--- config.mk ---
export PLATFORM = sky130hd
export DESIGN_NAME = imem_loader
export DESIGN_NICKNAME = d
export VERILOG_FILES = /design/src/rtl/imem_pkg.sv /design/src/rtl/imem_word_packer.sv /design/src/rtl/imem_loader.sv
export SDC_FILE = /design/constraint.sdc
export NUM_CORES = 1
export LEC_CHECK = 0
export ABC_AREA = 1
export BUFFER_PORTS_ARGS = -buffer_cell sky130_fd_sc_hd__buf_2
export CAP_MARGIN = 20
export CORE_MARGIN = 8
export CORE_UTILIZATION = 40
export DETAILED_ROUTE_END_ITERATION = 12
export MAX_ROUTING_LAYER = met4
export PLACE_DENSITY = 0.69
export SLEW_MARGIN = 10
export SYNTH_ARGS = -nofsm -noshare
export SYNTH_HDL_FRONTEND = slang
export SYNTH_SLANG_ARGS = --single-unit
--- constraint.sdc ---
create_clock -name clock -period 1.8 [get_ports clock]
set_clock_uncertainty 0.05 [all_clocks]
set_input_delay 0.27 -clock clock [delete_from_list [all_inputs] [get_ports clock]]
set_output_delay 0.27 -clock clock [all_outputs]
set_load 0.01 [all_outputs]
--- src/rtl/imem_pkg.sv ---
// Shared constants and types for the instruction-memory loader.
// IMEM_BASE and IMEM_WORDS also define the instruction memory's decoded range.
package imem_pkg;

  // Text-segment base: byte address of instruction word 0.
  localparam logic [31:0] IMEM_BASE  = 32'h0040_0000;
  // Instruction memory depth in 32-bit words.
  localparam int unsigned IMEM_WORDS = 256;
  // Marker byte that opens a frame.
  localparam logic [7:0]  SYNC_BYTE  = 8'hA5;

  // Loader frame-parsing states.
  typedef enum logic [2:0] {
    ST_IDLE  = 3'd0,
    ST_COUNT = 3'd1,
    ST_DATA  = 3'd2,
    ST_CHECK = 3'd3,
    ST_DONE  = 3'd4,
    ST_ERROR = 3'd5
  } loader_state_t;

endpackage

--- src/rtl/imem_word_packer.sv ---
// Packs a stream of bytes into big-endian 32-bit words.
// The first byte of a word lands in [31:24], the fourth in [7:0].
// o_word_full is high in the same cycle as the strobe of the fourth byte.
// During that cycle, o_word presents the completed word.
module imem_word_packer
  import imem_pkg::*;
(
  input  logic        clock,
  input  logic        clear_n,
  input  logic        i_strobe,
  input  logic        i_clear,
  input  logic [7:0]  i_byte,
  output logic        o_word_full,
  output logic [31:0] o_word
);

  logic [23:0] r_shift;
  logic [1:0]  r_index;

  // Shift accepted bytes in and track the position within the current word.
  always_ff @(posedge clock) begin
    // NOTE: reset is sampled on the clock edge (synchronous), so it sits inside
    // the clocked block and is not in the sensitivity list.
    if (!clear_n || i_clear) begin
      r_shift <= '0;
      r_index <= '0;
    end else if (i_strobe) begin
      // NOTE: state registers use non-blocking assignment.
      // Every register then updates from pre-edge values, with no ordering races.
      r_shift <= {r_shift[15:0], i_byte};
      r_index <= r_index + 2'd1;
    end
  end

  assign o_word_full = i_strobe && (r_index == 2'd3);
  assign o_word      = {r_shift, i_byte};

endmodule

--- src/rtl/imem_loader.sv ---
// Program loader. It parses a framed byte stream with this layout:
//   sync, count, big-endian words, XOR checksum.
// It writes each word to the instruction memory at consecutive word addresses
// from BASE_ADDR, and reports done or error. Only one write is outstanding at a
// time. Byte intake stalls while a write is pending.
module imem_loader
  import imem_pkg::*;
#(
  parameter logic [31:0] BASE_ADDR = IMEM_BASE,
  parameter logic [7:0]  SYNC_BYTE = imem_pkg::SYNC_BYTE,
  parameter int unsigned MAX_WORDS = IMEM_WORDS
) (
  input  logic        clock,
  input  logic        clear_n,
  input  logic [7:0]  rx_data,
  input  logic        rx_valid,
  output logic        rx_ready,
  output logic        wr_en,
  output logic [31:0] wr_addr,
  output logic [31:0] wr_data,
  input  logic        wr_ready,
  output logic        busy,
  output logic        done,
  output logic        error,
  output logic [8:0]  words_written
);

  loader_state_t r_state;
  logic          r_wr_en;
  logic [31:0]   r_wr_addr;
  logic [31:0]   r_wr_data;
  logic [8:0]    r_words;
  logic [8:0]    r_count;
  logic [7:0]    r_csum;

  logic          w_accept;
  logic          w_wr_fire;
  logic          w_is_sync;
  logic          w_count_ok;
  logic          w_pack_strobe;
  logic          w_pack_clear;
  logic          w_word_full;
  logic [31:0]   w_word;
  logic [8:0]    w_words_next;

  // No byte is taken while a write waits for the memory.
  assign rx_ready      = !r_wr_en;
  assign w_accept      = rx_valid && rx_ready;
  assign w_wr_fire     = r_wr_en && wr_ready;
  assign w_is_sync     = (rx_data == SYNC_BYTE);
  assign w_count_ok    = (rx_data != 8'd0) && (32'(rx_data) <= MAX_WORDS);
  assign w_pack_strobe = w_accept && (r_state == ST_DATA);
  assign w_pack_clear  = w_accept && (r_state == ST_COUNT);
  assign w_words_next  = r_words + 9'd1;

  imem_word_packer u_packer (
    .clock       (clock),
    .clear_n     (clear_n),
    .i_strobe    (w_pack_strobe),
    .i_clear     (w_pack_clear),
    .i_byte      (rx_data),
    .o_word_full (w_word_full),
    .o_word      (w_word)
  );

  // Frame FSM, write request and address/checksum bookkeeping.
  always_ff @(posedge clock) begin
    if (!clear_n) begin
      r_state   <= ST_IDLE;
      r_wr_en   <= 1'b0;
      r_wr_addr <= '0;
      r_wr_data <= '0;
      r_words   <= '0;
      r_count   <= '0;
      r_csum    <= '0;
    end else begin
      case (r_state)
        ST_IDLE: begin
          if (w_accept && w_is_sync) r_state <= ST_COUNT;
        end

        ST_COUNT: begin
          if (w_accept) begin
            if (w_count_ok) begin
              r_count <= {1'b0, rx_data};
              r_words <= '0;
              r_csum  <= '0;
              r_state <= ST_DATA;
            end else begin
              r_state <= ST_ERROR;
            end
          end
        end

        ST_DATA: begin
          // Byte intake and write completion never overlap: rx_ready is low
          // while a write is pending.
          if (w_accept) begin
            r_csum <= r_csum ^ rx_data;
            if (w_word_full) begin
              r_wr_en   <= 1'b1;
              r_wr_addr <= BASE_ADDR + {21'd0, r_words, 2'b00};
              r_wr_data <= w_word;
            end
          end
          if (w_wr_fire) begin
            r_wr_en <= 1'b0;
            r_words <= w_words_next;
            if (w_words_next == r_count) r_state <= ST_CHECK;
          end
        end

        ST_CHECK: begin
          if (w_accept) r_state <= (rx_data == r_csum) ? ST_DONE : ST_ERROR;
        end

        ST_DONE, ST_ERROR: begin
          if (w_accept && w_is_sync) r_state <= ST_COUNT;
        end

        default: r_state <= ST_IDLE;
      endcase
    end
  end

  assign wr_en         = r_wr_en;
  assign wr_addr       = r_wr_addr;
  assign wr_data       = r_wr_data;
  assign words_written = r_words;
  assign busy          = (r_state == ST_COUNT) || (r_state == ST_DATA) || (r_state == ST_CHECK);
  assign done          = (r_state == ST_DONE);
  assign error         = (r_state == ST_ERROR);

endmodule

==> results.ini <==
[global_routing]
grtUsageMet2_pct=24.9
grt_antenna_before_repair=0
busiest_layer=met2
grt_max_degree=44
use_met3_pct=4.84
track_usage_pct=16.1
grt_pass1_vias=3654
grt_util_met1_pct=19.3
overflow=0
grt_pass1_wl_um=17900

[sta]
setup_viol=0
rsz0062_at_grt=yes
min_period_ns=1.70
slew_viol_final=0
max_freq_mhz=588
finalCritPeriodShare_pct=94.4
hold_viol=0

[placement]
io_buffer_count=67
hpwl_um=7850
dpl-instance-area_um2=4600
dp_cells=748
gp_congestion=0.864

[power_and_ir_drop]
max-vdd-ir-drop_mv=0.383
power_density_nw_per_um2=945
switching_power_mw=1.55
finalPower_mw=4.66
power_frac_clock_pct=27.4
leakage_nw=2.08
pwr-share-seq_pct=50.6
combPwrFrac_pct=21.9
internal_power_mw=3.11
switching_share_pct=33.3

[detailed_routing]
drc=0
drtIter0Drc=186
dr.pass1.iters=4
wl_per_cell_um=14.0
routed_wl_um=10800
via_per_inst=4.85
vias=3723
ant_nets=0

[critical_path]
end_kind=flop
critical-path-top-delay-family=simple AND/OR/NAND/NOR gates
crit_arrival_ns=1.92
path_buf_inv=2
crit_path_top_delay_cell=dfxtp_4
reg2regPathDepth=13
regToRegSetupSlack_ns=0.10
rr_startpoint=words_written[1]
endpoint=r_state[1]
critical_path.cell_chain=buf_6 > nand2_2 > nor2_4 > buf_4 > nand3_1 > nand3_1 > nand2_1 > nand3_1 > nand2_2 > nand2_4 > nand2_1 > nand2_1 > nor2_1
critPathLaunch=words_written[1]
path_class=flop to flop
crit_fanout=6
crit_required_ns=2.02
max_stage_delay_ns=0.38
path_depth=13
start_kind=flop
reg2reg_to=r_state[1]

[cts]
clk_latency_ns=0.37
clockBufferDepth=2
htreeDepth=3
cts.sinks=97
root_buffer=clkbuf_8
clkTransAtPathRegs_ns=0.10
holdBufCountCts=0
cts_made_buffers=9
cts_tree=built

[logic_synthesis]
yosysSeqAreaShare_pct=46.9
syn_inst=550
synthArstFlopShare_pct=0
synth_edf_count=0
syn_area_um2=4140
synth_cell_types=34
yosysWarnings=0
ys_ff_latch=97
syn_avg_cell_area_um2=7.53
synthFlopType=dfxtp_1

[outcome]
outcome=finished, final reports clean

[floorplanning]
ios=90
core-area_um2=10200
fp-row-count=37
die_area_um2=13900
die_w_um=118
initial_core_util_pct=40.7
die_h_um=118

[finish]
syn_to_final_growth_pct=19.1
postLayoutCellArea_um2=4930
drive_above_1_share_pct=23.1
nNetsFinal=642
antennaDiodeCount=0
stdcell_count=768

[run]
drv_cap=0

[worst_hold_path]
hold_class=primary input to flop
holdPathStages=4

==> area by class of cell <==
class	instances	area (um2)
repair buffers	92	552
inverters	38	143
multi-input cells	390	1940
clock buffers	9	124
clock inverters	6	42.5
fillers	1027	5250
well taps	136	170
flip-flops and latches	97	1960
==> routing by layer <==
metal / vias up / part of all wire [%] / wire length (um)
met4: 0 / 2.0 / 219
met3: 19 / 5.8 / 625
met2: 102 / 46 / 4920
met5: - / 0 / 0
li1: 1899 / - / -
met1: 1703 / 47 / 5020
==> cells by family (layout without fill, tap and decap cells) <==
group	count (synthesis)	after routing	share of synthesized area, %
flops	97	97	46.9
compound gates	127	127	16.6
xor+xnor	9	9	1.90
simple gates	230	230	23.3
buf+inv	84	145	10.7
other cells	1	22	0.0905
fa+ha+maj	2	2	0.604
==> power groups by stage <==
| stage | clock (mW) | combinational (mW) | sequential (mW) |
|---|---|---|---|
| floorplan | 0 | 0.667 | 2.38 |
| global placement | 0 | 0.889 | 2.40 |
| detailed placement | 0 | 0.917 | 2.40 |
| CTS | 1.32 | 0.927 | 2.35 |
| global route | 1.43 | 1.13 | 2.37 |
| finish | 1.28 | 1.02 | 2.36 |
==> worst min-delay path, cell delays in order <==
cell     delay [ns]
buf_2          0.10
xor2_1         0.07
nand2_1        0.06
a21oi_1        0.06
==> flip-flops by register name (all words and copies together), names as in the netlist <==
signal and flops:
wr_data 32, u_packer.r_index 2, wr_addr 10, r_count 8, r_state 3, u_packer.r_shift 24, r_csum 8, words_written 9
wr_en 1
==> per-stage QoR <==
| step | utilization (%) | setup TNS, ns | hold WS, ns | setup slack (ns) |
|---|---|---|---|---|
| after floorplan | - | 0 | 0.388 | 0.0504 |
| after global placement | 45.2 | 0 | 0.394 | 0.0145 |
| after detailed placement | 45.2 | -0.162 | 0.405 | -0.0897 |
| after CTS | 47.1 | 0 | 0.167 | 0.00802 |
| after global routing | 48.4 | -0.127 | 0.172 | -0.0454 |
| final | 48.4 | 0 | 0.182 | 0.100 |
==> placed cells by master (no fill, tap or decap), types with 4 or more instances in the layout <==
cell type and n:
nor2_1 28, dfxtp_4 4, inv_2 6, buf_4 22, o21ai_0 26, a21oi_1 79, buf_2 67, a211oi_1 9
nand3_1 17, nand2_2 7, dfxtp_1 90, nor3_1 9, xor2_1 4, inv_1 31, xnor2_1 5, nand2_1 149
clkbuf_8 9, conb_1 22
==> what timing repair did <==
action,4_1_cts,5_1_grt
gates resized for setup,9,29
hold endpoints to repair,0,0
endpoints found under the setup margin,8,88
pin swaps,1,7
buffers inserted,0,5
==> synthesized netlist by cell type, types with 2 or more instances <==
| library cell | count | area [um2] |
|---|---|---|
| or2_2 | 3 | 18.8 |
| a21oi_1 | 81 | 405 |
| buf_6 | 4 | 45.0 |
| a22oi_1 | 3 | 22.5 |
| buf_2 | 8 | 40.0 |
| dfxtp_1 | 97 | 1940 |
| nor2_2 | 2 | 12.5 |
| o21ai_0 | 26 | 130 |
| or2_0 | 3 | 18.8 |
| xnor2_1 | 5 | 43.8 |
| ha_1 | 2 | 25.0 |
| xor2_1 | 4 | 35.0 |
| a211oi_1 | 9 | 67.6 |
| nand4_1 | 2 | 12.5 |
| a32oi_1 | 3 | 26.3 |
| nand3_1 | 18 | 90.1 |
| o21a_1 | 2 | 15.0 |
| inv_2 | 5 | 18.8 |
| nand2_1 | 158 | 593 |
| nor3_1 | 11 | 55.1 |
| nor2_1 | 29 | 109 |
| buf_4 | 23 | 173 |
| clkbuf_1 | 10 | 37.5 |
| inv_1 | 32 | 120 |
==> worst min-delay path by stage <==
| stage | start | slack, ns | endpoint |
|---|---|---|---|
| after detailed placement | u_packer.r_shift[16] | 0.41 | u_packer.r_shift[16] |
| after global routing | rx_data[2] | 0.17 | r_csum[2] |
| after CTS | rx_data[2] | 0.17 | r_csum[2] |
| final | rx_data[2] | 0.18 | r_csum[2] |
| after floorplan | rx_data[6] | 0.39 | wr_data[6] |
| after global placement | wr_addr[22] | 0.39 | wr_addr[22] |
Power figures use the tool's default switching activity.
